$ cat config.mk
export PLATFORM = sky130hd
export DESIGN_NAME = updown_seq_monitor
export DESIGN_NICKNAME = d
export VERILOG_FILES = /design/src/rtl/updown_seq_monitor.sv
export SDC_FILE = /design/constraint.sdc
export NUM_CORES = 1
export LEC_CHECK = 0
export CAP_MARGIN = 20
export CORE_ASPECT_RATIO = 0.7
export CORE_MARGIN = 4
export CORE_UTILIZATION = 55
export CTS_BUF_LIST = sky130_fd_sc_hd__clkbuf_2 sky130_fd_sc_hd__clkbuf_4 sky130_fd_sc_hd__clkbuf_8
export DETAILED_ROUTE_END_ITERATION = 8
export PLACE_DENSITY = 0.84
export SLEW_MARGIN = 20
export SYNTH_ARGS = -nofsm -noshare
export SYNTH_HDL_FRONTEND = slang
export SYNTH_SLANG_ARGS = --single-unit
$ cat constraint.sdc
create_clock -name clk -period 2.8 [get_ports clk]
set_input_delay 0.56 -clock clk [delete_from_list [all_inputs] [get_ports clk]]
set_output_delay 0.56 -clock clk [all_outputs]
set_load 0.02 [all_outputs]
$ cat src/rtl/updown_seq_monitor.sv
// Sequence monitor for an up/down counter: recovers the count direction from
// sampled Q values, declares lock on a consistent run and flags illegal steps.
module updown_seq_monitor #(
    parameter int WIDTH      = 4,
    parameter int LOCK_COUNT = 2
) (
    input  logic             clk,
    input  logic             rst,
    input  logic             sample_en,
    input  logic [WIDTH-1:0] q_in,
    output logic             dir,
    output logic             locked,
    output logic             step_err,
    output logic             dir_change,
    output logic [7:0]       err_count,
    output logic [WIDTH-1:0] last_q
);

    typedef enum logic [1:0] {
        IDLE,
        HUNT,
        LOCKED
    } state_t;

    localparam logic [3:0] RUN_MAX = 4'(LOCK_COUNT);

    state_t           state_q, state_d;
    logic             dir_q, dir_d;
    logic             locked_q, locked_d;
    logic             step_err_q, step_err_d;
    logic             dir_change_q, dir_change_d;
    logic [7:0]       err_count_q, err_count_d;
    logic [WIDTH-1:0] last_q_q, last_q_d;
    logic [3:0]       run_q, run_d;

    logic [WIDTH-1:0] delta;
    logic             is_up, is_down, is_hold, is_step, is_bad;
    logic             step_dir;
    logic [3:0]       run_inc;

    // Modular subtraction makes the wrap steps (max->0, 0->max) legal for free.
    assign delta    = q_in - last_q_q;
    assign is_up    = (delta == WIDTH'(1));
    assign is_down  = (delta == {WIDTH{1'b1}});
    assign is_hold  = (delta == '0);
    assign is_step  = is_up || is_down;
    assign is_bad   = !is_step && !is_hold;
    assign step_dir = is_down;
    assign run_inc  = (run_q >= RUN_MAX) ? RUN_MAX : run_q + 4'd1;

    always_comb begin
        state_d      = state_q;
        dir_d        = dir_q;
        locked_d     = locked_q;
        step_err_d   = 1'b0;
        dir_change_d = 1'b0;
        err_count_d  = err_count_q;
        last_q_d     = last_q_q;
        run_d        = run_q;

        if (sample_en) begin
            last_q_d = q_in;
            case (state_q)
                IDLE: begin
                    run_d   = 4'd0;
                    state_d = HUNT;
                end
                HUNT: begin
                    if (is_step) begin
                        if (run_q != 4'd0 && step_dir == dir_q) begin
                            run_d = run_inc;
                        end else begin
                            dir_d = step_dir;
                            run_d = 4'd1;
                        end
                        if (run_d >= RUN_MAX) begin
                            state_d  = LOCKED;
                            locked_d = 1'b1;
                        end
                    end else if (is_bad) begin
                        run_d = 4'd0;
                    end
                end
                LOCKED: begin
                    // A reversal while locked is a legal mode switch, not an error.
                    if (is_step) begin
                        if (step_dir != dir_q) begin
                            dir_d        = step_dir;
                            dir_change_d = 1'b1;
                        end
                    end else if (is_bad) begin
                        step_err_d = 1'b1;
                        if (err_count_q != 8'hFF) begin
                            err_count_d = err_count_q + 8'd1;
                        end
                        locked_d = 1'b0;
                        run_d    = 4'd0;
                        state_d  = HUNT;
                    end
                end
                default: state_d = IDLE;
            endcase
        end
    end

    always_ff @(posedge clk or posedge rst) begin
        if (rst) begin
            state_q      <= IDLE;
            dir_q        <= 1'b0;
            locked_q     <= 1'b0;
            step_err_q   <= 1'b0;
            dir_change_q <= 1'b0;
            err_count_q  <= 8'd0;
            last_q_q     <= '0;
            run_q        <= 4'd0;
        end else begin
            state_q      <= state_d;
            dir_q        <= dir_d;
            locked_q     <= locked_d;
            step_err_q   <= step_err_d;
            dir_change_q <= dir_change_d;
            err_count_q  <= err_count_d;
            last_q_q     <= last_q_d;
            run_q        <= run_d;
        end
    end

    assign dir        = dir_q;
    assign locked     = locked_q;
    assign step_err   = step_err_q;
    assign dir_change = dir_change_q;
    assign err_count  = err_count_q;
    assign last_q     = last_q_q;

endmodule

==> results of run 1 <==
[cells by family (layout without fill, tap and decap cells)]
group | count (synthesis) | count (layout) | synth area share
mux | 6 | 6 | 0.0475
buf+inv | 16 | 52 | 0.0447
compound gates | 22 | 22 | 0.131
simple gates | 39 | 39 | 0.191
xor+xnor | 10 | 10 | 0.0694
fa+ha+maj | 12 | 12 | 0.115
flops | 22 | 22 | 0.402
[worst paths after layout]
| kind | start | endpoint | slack (ns) | cells past startpoint |
|---|---|---|---|---|
| worst max-delay path | q_in[0] | run_q[0] | 0.12 | 11 |
| worst min-delay path | err_count[6] | err_count[6] | 0.50 | 1 |
| worst max register to register | last_q[0] | run_q[0] | 0.21 | 9 |
| worst min register to register | err_count[6] | err_count[6] | 0.50 | 1 |
| max in group asynchronous | rst | last_q[0] | 1.58 | 2 |
| min in group asynchronous | rst | last_q[1] | 0.70 | 2 |
[per-stage QoR]
| stage | worst slack [ns] | setup TNS [ns] | power (uW) |
|---|---|---|---|
| 6_report | 0.123 | 0 | 964 |
| 3_3_place_gp | -0.316 | -2.72 | 642 |
| 2_1_floorplan | 0.130 | 0 | 560 |
| 3_5_place_dp | -0.457 | -4.16 | 661 |
| 4_1_cts | -0.0142 | -0.0142 | 926 |
| 5_1_grt | 0.0348 | 0 | 1010 |
[registers in the layout, indices dropped and copies added (netlist names)]
register	flops
err_count	8
last_q	4
run_q	4
state_q	2
dir	1
dir_change	1
locked	1
step_err	1
[layout make-up]
| cell class | count | area [um2] | area share |
|---|---|---|---|
| well taps | 32 | 40.0 | 0.0213 |
| multi-input cells | 89 | 862 | 0.460 |
| inverters | 14 | 52.6 | 0.0280 |
| flip-flops and latches | 22 | 551 | 0.294 |
| clock inverters | 1 | 30.0 | 0.0160 |
| clock buffers | 3 | 22.5 | 0.0120 |
| repair buffers | 34 | 318 | 0.169 |
[cell usage after synthesis (all sizes together), types with 2 or more instances]
master   number
a21oi         5
a2bb2oi       2
a32o          2
and2          2
and3          3
dfrtp        22
ha           11
inv          14
mux2          4
mux2i         2
nand2         5
nand3         2
nand4         4
nor2          5
nor3          3
nor4          4
o21ai         3
or2           2
or4           2
xnor2         6
xor2          4
[metal layers]
metal  vias up  wire (um)  global-route usage
met5         -          0                   0
li1        528          -                   -
met3        16        223              0.0523
met1       561       1450               0.241
met2        59       1680               0.341
met4         0         93              0.0505
[power by group]
group / internal, uW / leakage, uW / switching, uW
sequential: 339 / 0.000297 / 30.5
clock: 145 / 0.0000279 / 98.2
combinational: 148 / 0.000528 / 204
total: 632 / 0.000852 / 332
[timing repair]
item | CTS | global route
hold buffers | 0 | 0
resized for setup | 7 | 14
endpoints found under the setup margin | 7 | 15
pin swaps | 3 | 10
setup buffers | 2 | 1
[worst max-delay path: stages]
cell and delay, ns:
dlymetal6s2s_1 0.15, inv_1 0.09, ha_2 0.18, inv_1 0.06, fa_2 0.37, xor2_2 0.16
buf_4 0.15, a211oi_4 0.31, o2111ai_4 0.19, or4_4 0.57, o2bb2ai_2 0.13
==> impl_metrics.toml, run 1 <==
[power_and_ir_drop]
powerDensity_nw_per_um2 = 514
leakagePower_uw = 0.000852
ir_drop_mv = 0.444

[synth]
synth_cells = 127
ys.warnings.count = 0
synthTopCellsByArea = "dfrtp_1 40%, ha_1 10%, inv_1 3.8%"
yosys.cell_types.count = 45
synth-async-reset-ratio = 1.00
synth_top_flop_cell = "dfrtp_1"
synth-seq-area-share = 0.402
synth_seq_cells = 22
synth-edff-count = 0
synth_top_area_cell = "dfrtp_1"
syn_nets = 146
syn_avg_cell_area_um2 = 10.8
yosys.area.top_type_share = 0.402
syn_area_um2 = 1370

[placement]
placed_cell_area_um2 = 1690
hpwl_mm = 2.38
port_buffers = 22
dp.cells = 188
gp_congestion = 0.817

[floorplan]
fp.dieH_um = 49.8
die_area_um2 = 3370
io_pins = 23
rows = 14
die_w_um = 67.7
design.core.area_um2 = 2260
start_util = 0.606

[hold_path]
min_path_type = "reg -> reg"

[setup_path]
start_kind = "primary input"
cp_max_fo = 4
setup.worst_path.class = "in -> reg"
cp.required_ns = 3.05
end_kind = "flip-flop"
cp.arrival_ns = 2.92

[detailed_routing]
avgRoutedWirePerCell_um = 17.6
ant_nets = 0
drtIter0Drc = 95
first_pass_iters = 4
drc = 0
num_vias = 1164
routed_wl_mm = 3.44
vias_per_cell = 5.97

[global_routing]
antenna_found_initial = 0
track_usage = 0.198
grt_max_degree = 23
first_global_vias = 1130
grt_pass1_wl_mm = 5.08
grt_remaining_overflow = 0

[sta]
rsz0062_at_grt = "no"
fin_crit_sh = 0.956
worst_pin_slew_ns = 0.836
finalHoldViolations = 0
skew_ns = 0.00492
fmax_ghz = 0.374
hold_ws_ns = 0.504
setup_violations = 0
fin_crit_ns = 2.68
slew_viol_final = 0
relSlewSlack = 0.442

[finish]
finalInstanceArea_um2 = 1880
mostFrequentLayoutCells = "22 x dfrtp_1, 19 x clkdlybuf4s50_1, 14 x inv_1"
layout.cells.non_filler = 195
finalCoreUtilization = 0.830
antennaDiodeCount = 0
final_nets = 183
area_growth_pct = 36.9
drive_gt1_frac = 0.282
final_common_cell = "dfrtp_1"
fill_cells = 111

[clocking]
clk_pin_slew_ns = 0.12
cts_tree = "yes"
cts_buffer_depth = 2
clock_latency_ns = 0.31
cts_num_sinks = 22
cts_htree_levels = 1
numCtsBuffers = 3
cts.root.buffer_cell = "clkbuf_4"

[job]
cap_violations = 0

[outcome]
status = "finished, final reports clean"
No activity file was read; power rests on OpenSTA's default activity.
==> run 2: changes to the inputs <==
--- a/config.mk
+++ b/config.mk
@@ -5,6 +5,7 @@
 export SDC_FILE = /design/constraint.sdc
 export NUM_CORES = 1
 export LEC_CHECK = 0
+export ABC_CLOCK_PERIOD_IN_PS = 2800
 export CAP_MARGIN = 20
 export CORE_ASPECT_RATIO = 0.7
 export CORE_MARGIN = 4
@@ -12,7 +13,6 @@
 export CTS_BUF_LIST = sky130_fd_sc_hd__clkbuf_2 sky130_fd_sc_hd__clkbuf_4 sky130_fd_sc_hd__clkbuf_8
 export DETAILED_ROUTE_END_ITERATION = 8
 export PLACE_DENSITY = 0.84
-export SLEW_MARGIN = 20
 export SYNTH_ARGS = -nofsm -noshare
 export SYNTH_HDL_FRONTEND = slang
 export SYNTH_SLANG_ARGS = --single-unit
==> results of run 2 <==
Final layout, timing and power as in run 1 (identical DEF).
==> run 3: changes to the inputs <==
--- a/config.mk
+++ b/config.mk
@@ -5,8 +5,7 @@
 export SDC_FILE = /design/constraint.sdc
 export NUM_CORES = 1
 export LEC_CHECK = 0
-export ABC_CLOCK_PERIOD_IN_PS = 2800
-export CAP_MARGIN = 20
+export ABC_CLOCK_PERIOD_IN_PS = 2600
 export CORE_ASPECT_RATIO = 0.7
 export CORE_MARGIN = 4
 export CORE_UTILIZATION = 55
==> constraint.sdc (replaced) <==
create_clock -name clk -period 2.6 [get_ports clk]
set_input_delay 0.52 -clock clk [delete_from_list [all_inputs] [get_ports clk]]
set_output_delay 0.52 -clock clk [all_outputs]
set_load 0.02 [all_outputs]
==> run 3 against run 2 <==
  * Sequential share of layout area grew 0.059 points
  * First-iteration DRC count is 48% higher
  * Global-route usage up 2.2 points
  * Non-clock buffer count is the same
  * Sequential power up 7.3%
  * Combinational power is 15% higher
  * Worst setup slack worse by 0.087 ns
  * Register-to-register slack worse by 0.17 ns
  * Clock skew down 0.0017 ns
  * Die area unchanged
  * Design area decreased by 0.20%
  * Hold slack got worse by 0.053 ns
  * Largest power group is now combinational cells
==> impl_metrics.toml, run 3 (synthesized netlist as in run 1, its figures left out) <==
[global_routing]
first_global_vias = 1124
track_usage = 0.220
antenna_found_initial = 0
grt_max_degree = 23
grt_pass1_wl_mm = 5.55
grt_remaining_overflow = 0

[sta]
fin_crit_sh = 0.986
fmax_ghz = 0.390
relSlewSlack = 0.455
skew_ns = 0.00320
finalHoldViolations = 0
fin_crit_ns = 2.56
setup_violations = 0
worst_pin_slew_ns = 0.816
slew_viol_final = 0

[setup_path]
cp.required_ns = 2.86
worst-r2r-cell-count = 9
r2r_start = "last_q[1]"
cp.arrival_ns = 2.82
crit_start = "last_q[1]"
r2r_slack_ns = 0.04
start_kind = "flip-flop"
rr_endpoint = "state_q[0]"
end_kind = "flip-flop"
setup.worst_path.class = "reg -> reg"
cp_max_fo = 4

[detailed_routing]
drc = 0
drtIter0Drc = 141
routed_wl_mm = 3.66
ant_nets = 0
vias_per_cell = 5.95
avgRoutedWirePerCell_um = 18.8
num_vias = 1161
first_pass_iters = 4

[clocking]
cts_htree_levels = 1
numCtsBuffers = 3
cts_buffer_depth = 2
cts_tree = "yes"
clk_pin_slew_ns = 0.13
cts.root.buffer_cell = "clkbuf_4"
cts_num_sinks = 22
clock_latency_ns = 0.32

[finish]
mostFrequentLayoutCells = "22 x dfrtp_1, 19 x clkdlybuf4s50_1, 14 x inv_1"
area_growth_pct = 36.6
finalInstanceArea_um2 = 1870
drive_gt1_frac = 0.276
final_common_cell = "dfrtp_1"
final_nets = 183
layout.cells.non_filler = 195
antennaDiodeCount = 0
largest_register_ff_count = 8

[power_and_ir_drop]
powerDensity_nw_per_um2 = 574
leakagePower_uw = 0.000827
p_total_uw = 1080
ir_drop_mv = 0.425

[floorplan]
die_w_um = 67.7
fp.dieH_um = 49.8
design.core.area_um2 = 2260
rows = 14
die_area_um2 = 3370
start_util = 0.606
io_pins = 23

[placement]
gp_congestion = 0.815
dp.cells = 190
placed_cell_area_um2 = 1710
port_buffers = 22
hpwl_mm = 2.25

[hold_path]
whs_endpoint = "last_q[0]"
hp-start = "q_in[0]"
min_path_cells = 2
min_path_type = "in -> reg"

[job]
cap_violations = 0

[outcome]
status = "finished, final reports clean"
[run 3: area by class of cell]
cell class / instances / area (um2)
fillers: 117 / 388
flip-flops and latches: 22 / 551
well taps: 32 / 40.0
clock inverters: 1 / 30.0
clock buffers: 3 / 22.5
inverters: 14 / 52.6
multi-input cells: 89 / 873
repair buffers: 34 / 303
[run 3: worst max path at each step]
stage	cells past startpoint	end
final	9	state_q[0]
after global routing	9	state_q[0]
after CTS	11	dir
after detailed placement	11	state_q[1]
after global placement	11	dir
after floorplan	10	dir
[run 3: what timing repair did]
action	4_1_cts	5_1_grt
hold buffers	0	0
endpoints found under the setup margin	15	10
buffers inserted	0	1
pin swaps	9	11
gates resized for setup	20	4
[run 3: routing by layer]
| metal | routed length, um | track usage | up-vias |
|---|---|---|---|
| met5 | 0 | 0 | - |
| met3 | 233 | 0.0500 | 10 |
| li1 | - | - | 528 |
| met2 | 1850 | 0.367 | 50 |
| met4 | 76 | 0.0471 | 0 |
| met1 | 1490 | 0.289 | 573 |
[run 3: critical path, stage by stage (launching register included)]
cell	delay (ns)
dfrtp_1	0.41
inv_1	0.16
ha_1	0.26
nand3b_1	0.17
buf_4	0.15
nand3_2	0.09
a2111oi_1	0.43
o21ai_0	0.20
a221oi_1	0.42
mux2i_1	0.23
[run 3: per-stage QoR]
stage / util / setup slack (ns) / setup TNS, ns / hold WS (ns)
after floorplan: - / 0.0225 / 0 / 0.483
after global placement: 0.757 / -0.486 / -6.69 / 0.476
after detailed placement: 0.757 / -0.619 / -8.19 / 0.490
after CTS: 0.823 / 0.0765 / 0 / 0.510
after global routing: 0.828 / -0.129 / -0.129 / 0.461
final: 0.828 / 0.0362 / 0 / 0.451
[run 3: where the power goes]
part           internal [uW]  leakage, uW  total [uW]  switching [uW]
clock                    156    0.0000279         273             117
combinational            169     0.000502         405             236
sequential               365     0.000297         397            31.8
==> RTL change (flow settings as in run 2) <==
The output `step_err` loses its register stage (`step_err_q` becomes a continuous assignment).
--- a/src/rtl/updown_seq_monitor.sv
+++ b/src/rtl/updown_seq_monitor.sv
@@ -108,7 +108,6 @@
             state_q      <= IDLE;
             dir_q        <= 1'b0;
             locked_q     <= 1'b0;
-            step_err_q   <= 1'b0;
             dir_change_q <= 1'b0;
             err_count_q  <= 8'd0;
             last_q_q     <= '0;
@@ -117,13 +116,14 @@
             state_q      <= state_d;
             dir_q        <= dir_d;
             locked_q     <= locked_d;
-            step_err_q   <= step_err_d;
             dir_change_q <= dir_change_d;
             err_count_q  <= err_count_d;
             last_q_q     <= last_q_d;
             run_q        <= run_d;
         end
     end
+
+    assign step_err_q = step_err_d;
 
     assign dir        = dir_q;
     assign locked     = locked_q;
Formal check against the unedited RTL: not equivalent (Yosys sat finds a counterexample within 4 cycles, from zero or initial values and one cycle with rst high).
==> RTL change against run 2 <==
Routed wire length fell by 1.6%. Sequential cell count fell by 1. Worst setup slack got worse by 67 ps. Highest routed layer unchanged. Non-clock buffer count rose by 5. Area after synthesis fell by 2.4%. Cell area fell by 4.7%. Core utilization fell by 2.6 points. Power fell by 13%. Count of clock-buffer cells in the layout rose by 1.
==> RTL change: results (changes against run 2) <==
metric,value,unit,change
synth_fa_ha_area_share,11.8,%,+0.28 points
syn_nets,147,,+0.68%
async_reset_ff_share,100,%,unchanged
arrival,2180,ps,-740 ps
synth_cell_type_count,41,,-8.9%
synth_mux_area_share,7.11,%,+2.4 points
synth_common_cells,"dfrtp_1, ha_1, inv_1, nor2_1, nand2_1",,
crit_fanout,3,,-1
clk_latency,310,ps,about the same
first_pass_iters,4,,unchanged
routabilityCongestion,0.834,,+2.2%
place_area,1710,um2,+1.5%
status,"finished, final reports clean",,
vias_per_cell,5.63,,-5.6%
r2r-end,dir,,
nets,190,,+3.8%
synth_compound_area_share,15.3,%,+2.3 points
syn_area_per_cell,10.4,um2,-3.1%
grt_pass1_vias,1135,,+0.44%
min_delay_worst_endpoint,err_count[5],,
use_met1,30.7,%,+6.6 points
finalWirelength,3380,um,-1.6%
ys_seq_area_share,39.3,%,-0.89 points
ys_top_cells_by_area,"dfrtp_1, ha_1, mux2i_1",,
grt_start_max_net_pins,22,,-4.3%
synth_xor_area_share,4.58,%,-2.4 points
cts_root_buf,clkbuf_4,,
met2RoutedLength,1660,um,-1.3%
reg2reg_slack,170,ps,-40 ps
drt_iter0_drc,70,,-26%
met2_usage,36.0,%,+1.9 points
finClkSkew,3.30,ps,-1.63 ps
crit_path_end,step_err,,
max-vdd-ir-drop,0.280,mV,-37%
grt_first_pass_wirelength,5620,um,+11%
dp_hpwl,2440,um,+2.5%
pre_cts_ws,-651,ps,-193 ps
holdCritStartpoint,err_count[5],,
worst_pin_slew,823,ps,-12.8 ps
holdWs,519,ps,+15.1 ps
final_cells,202,,+3.6%
grt.met3_usage,6.68,%,+1.5 points
timing.rr.start,last_q[0],,
dr_wl_met3,206,um,-7.6%
leakage,0.789,nW,-7.4%
grt_usage,22.7,%,+2.9 points
final_layout_size_suffix_gt1_share,24.7,%,-3.5 points
fmax,364,MHz,-2.4%
drt-met1-wl,1490,um,+3.2%
r2r_cells,10,,+1
RTL change: cell count changes in the layout (fill, tap and decap cells not counted), sizes merged, moves of 3 or more:
cell	delta
o21ai	+4
nand2	+3
nand4	-3
buf	+6
dlymetal6s2s	-3
mux2i	+3
nor2	+6
inv	-3
nor2b	+3
RTL change: power by group:
group          leakage, nW  switching, mW  internal, mW
sequential           0.277         0.0223         0.325
clock               0.0184         0.0947        0.0654
combinational        0.494          0.178         0.158
RTL change: what timing repair did:
item	4_1_cts	5_1_grt
setup endpoints to repair	7	7
pin swaps	5	6
resized for setup	16	2
buffers inserted	1	1
RTL change: worst max-delay path: stages:
cell	delay, ps
clkdlybuf4s15_1	170
inv_1	70
ha_2	180
inv_2	40
fa_2	360
xor2_2	230
nand2_2	100
nor4_4	240
nor3_4	90
buf_6	140
RTL change: layout make-up:
type                    count  area, um2
well taps                  32       40.0
inverters                  11       41.3
repair buffers             39        347
clock buffers               4       30.0
multi-input cells          95        805
flip-flops and latches     21        526
fillers                   148        437
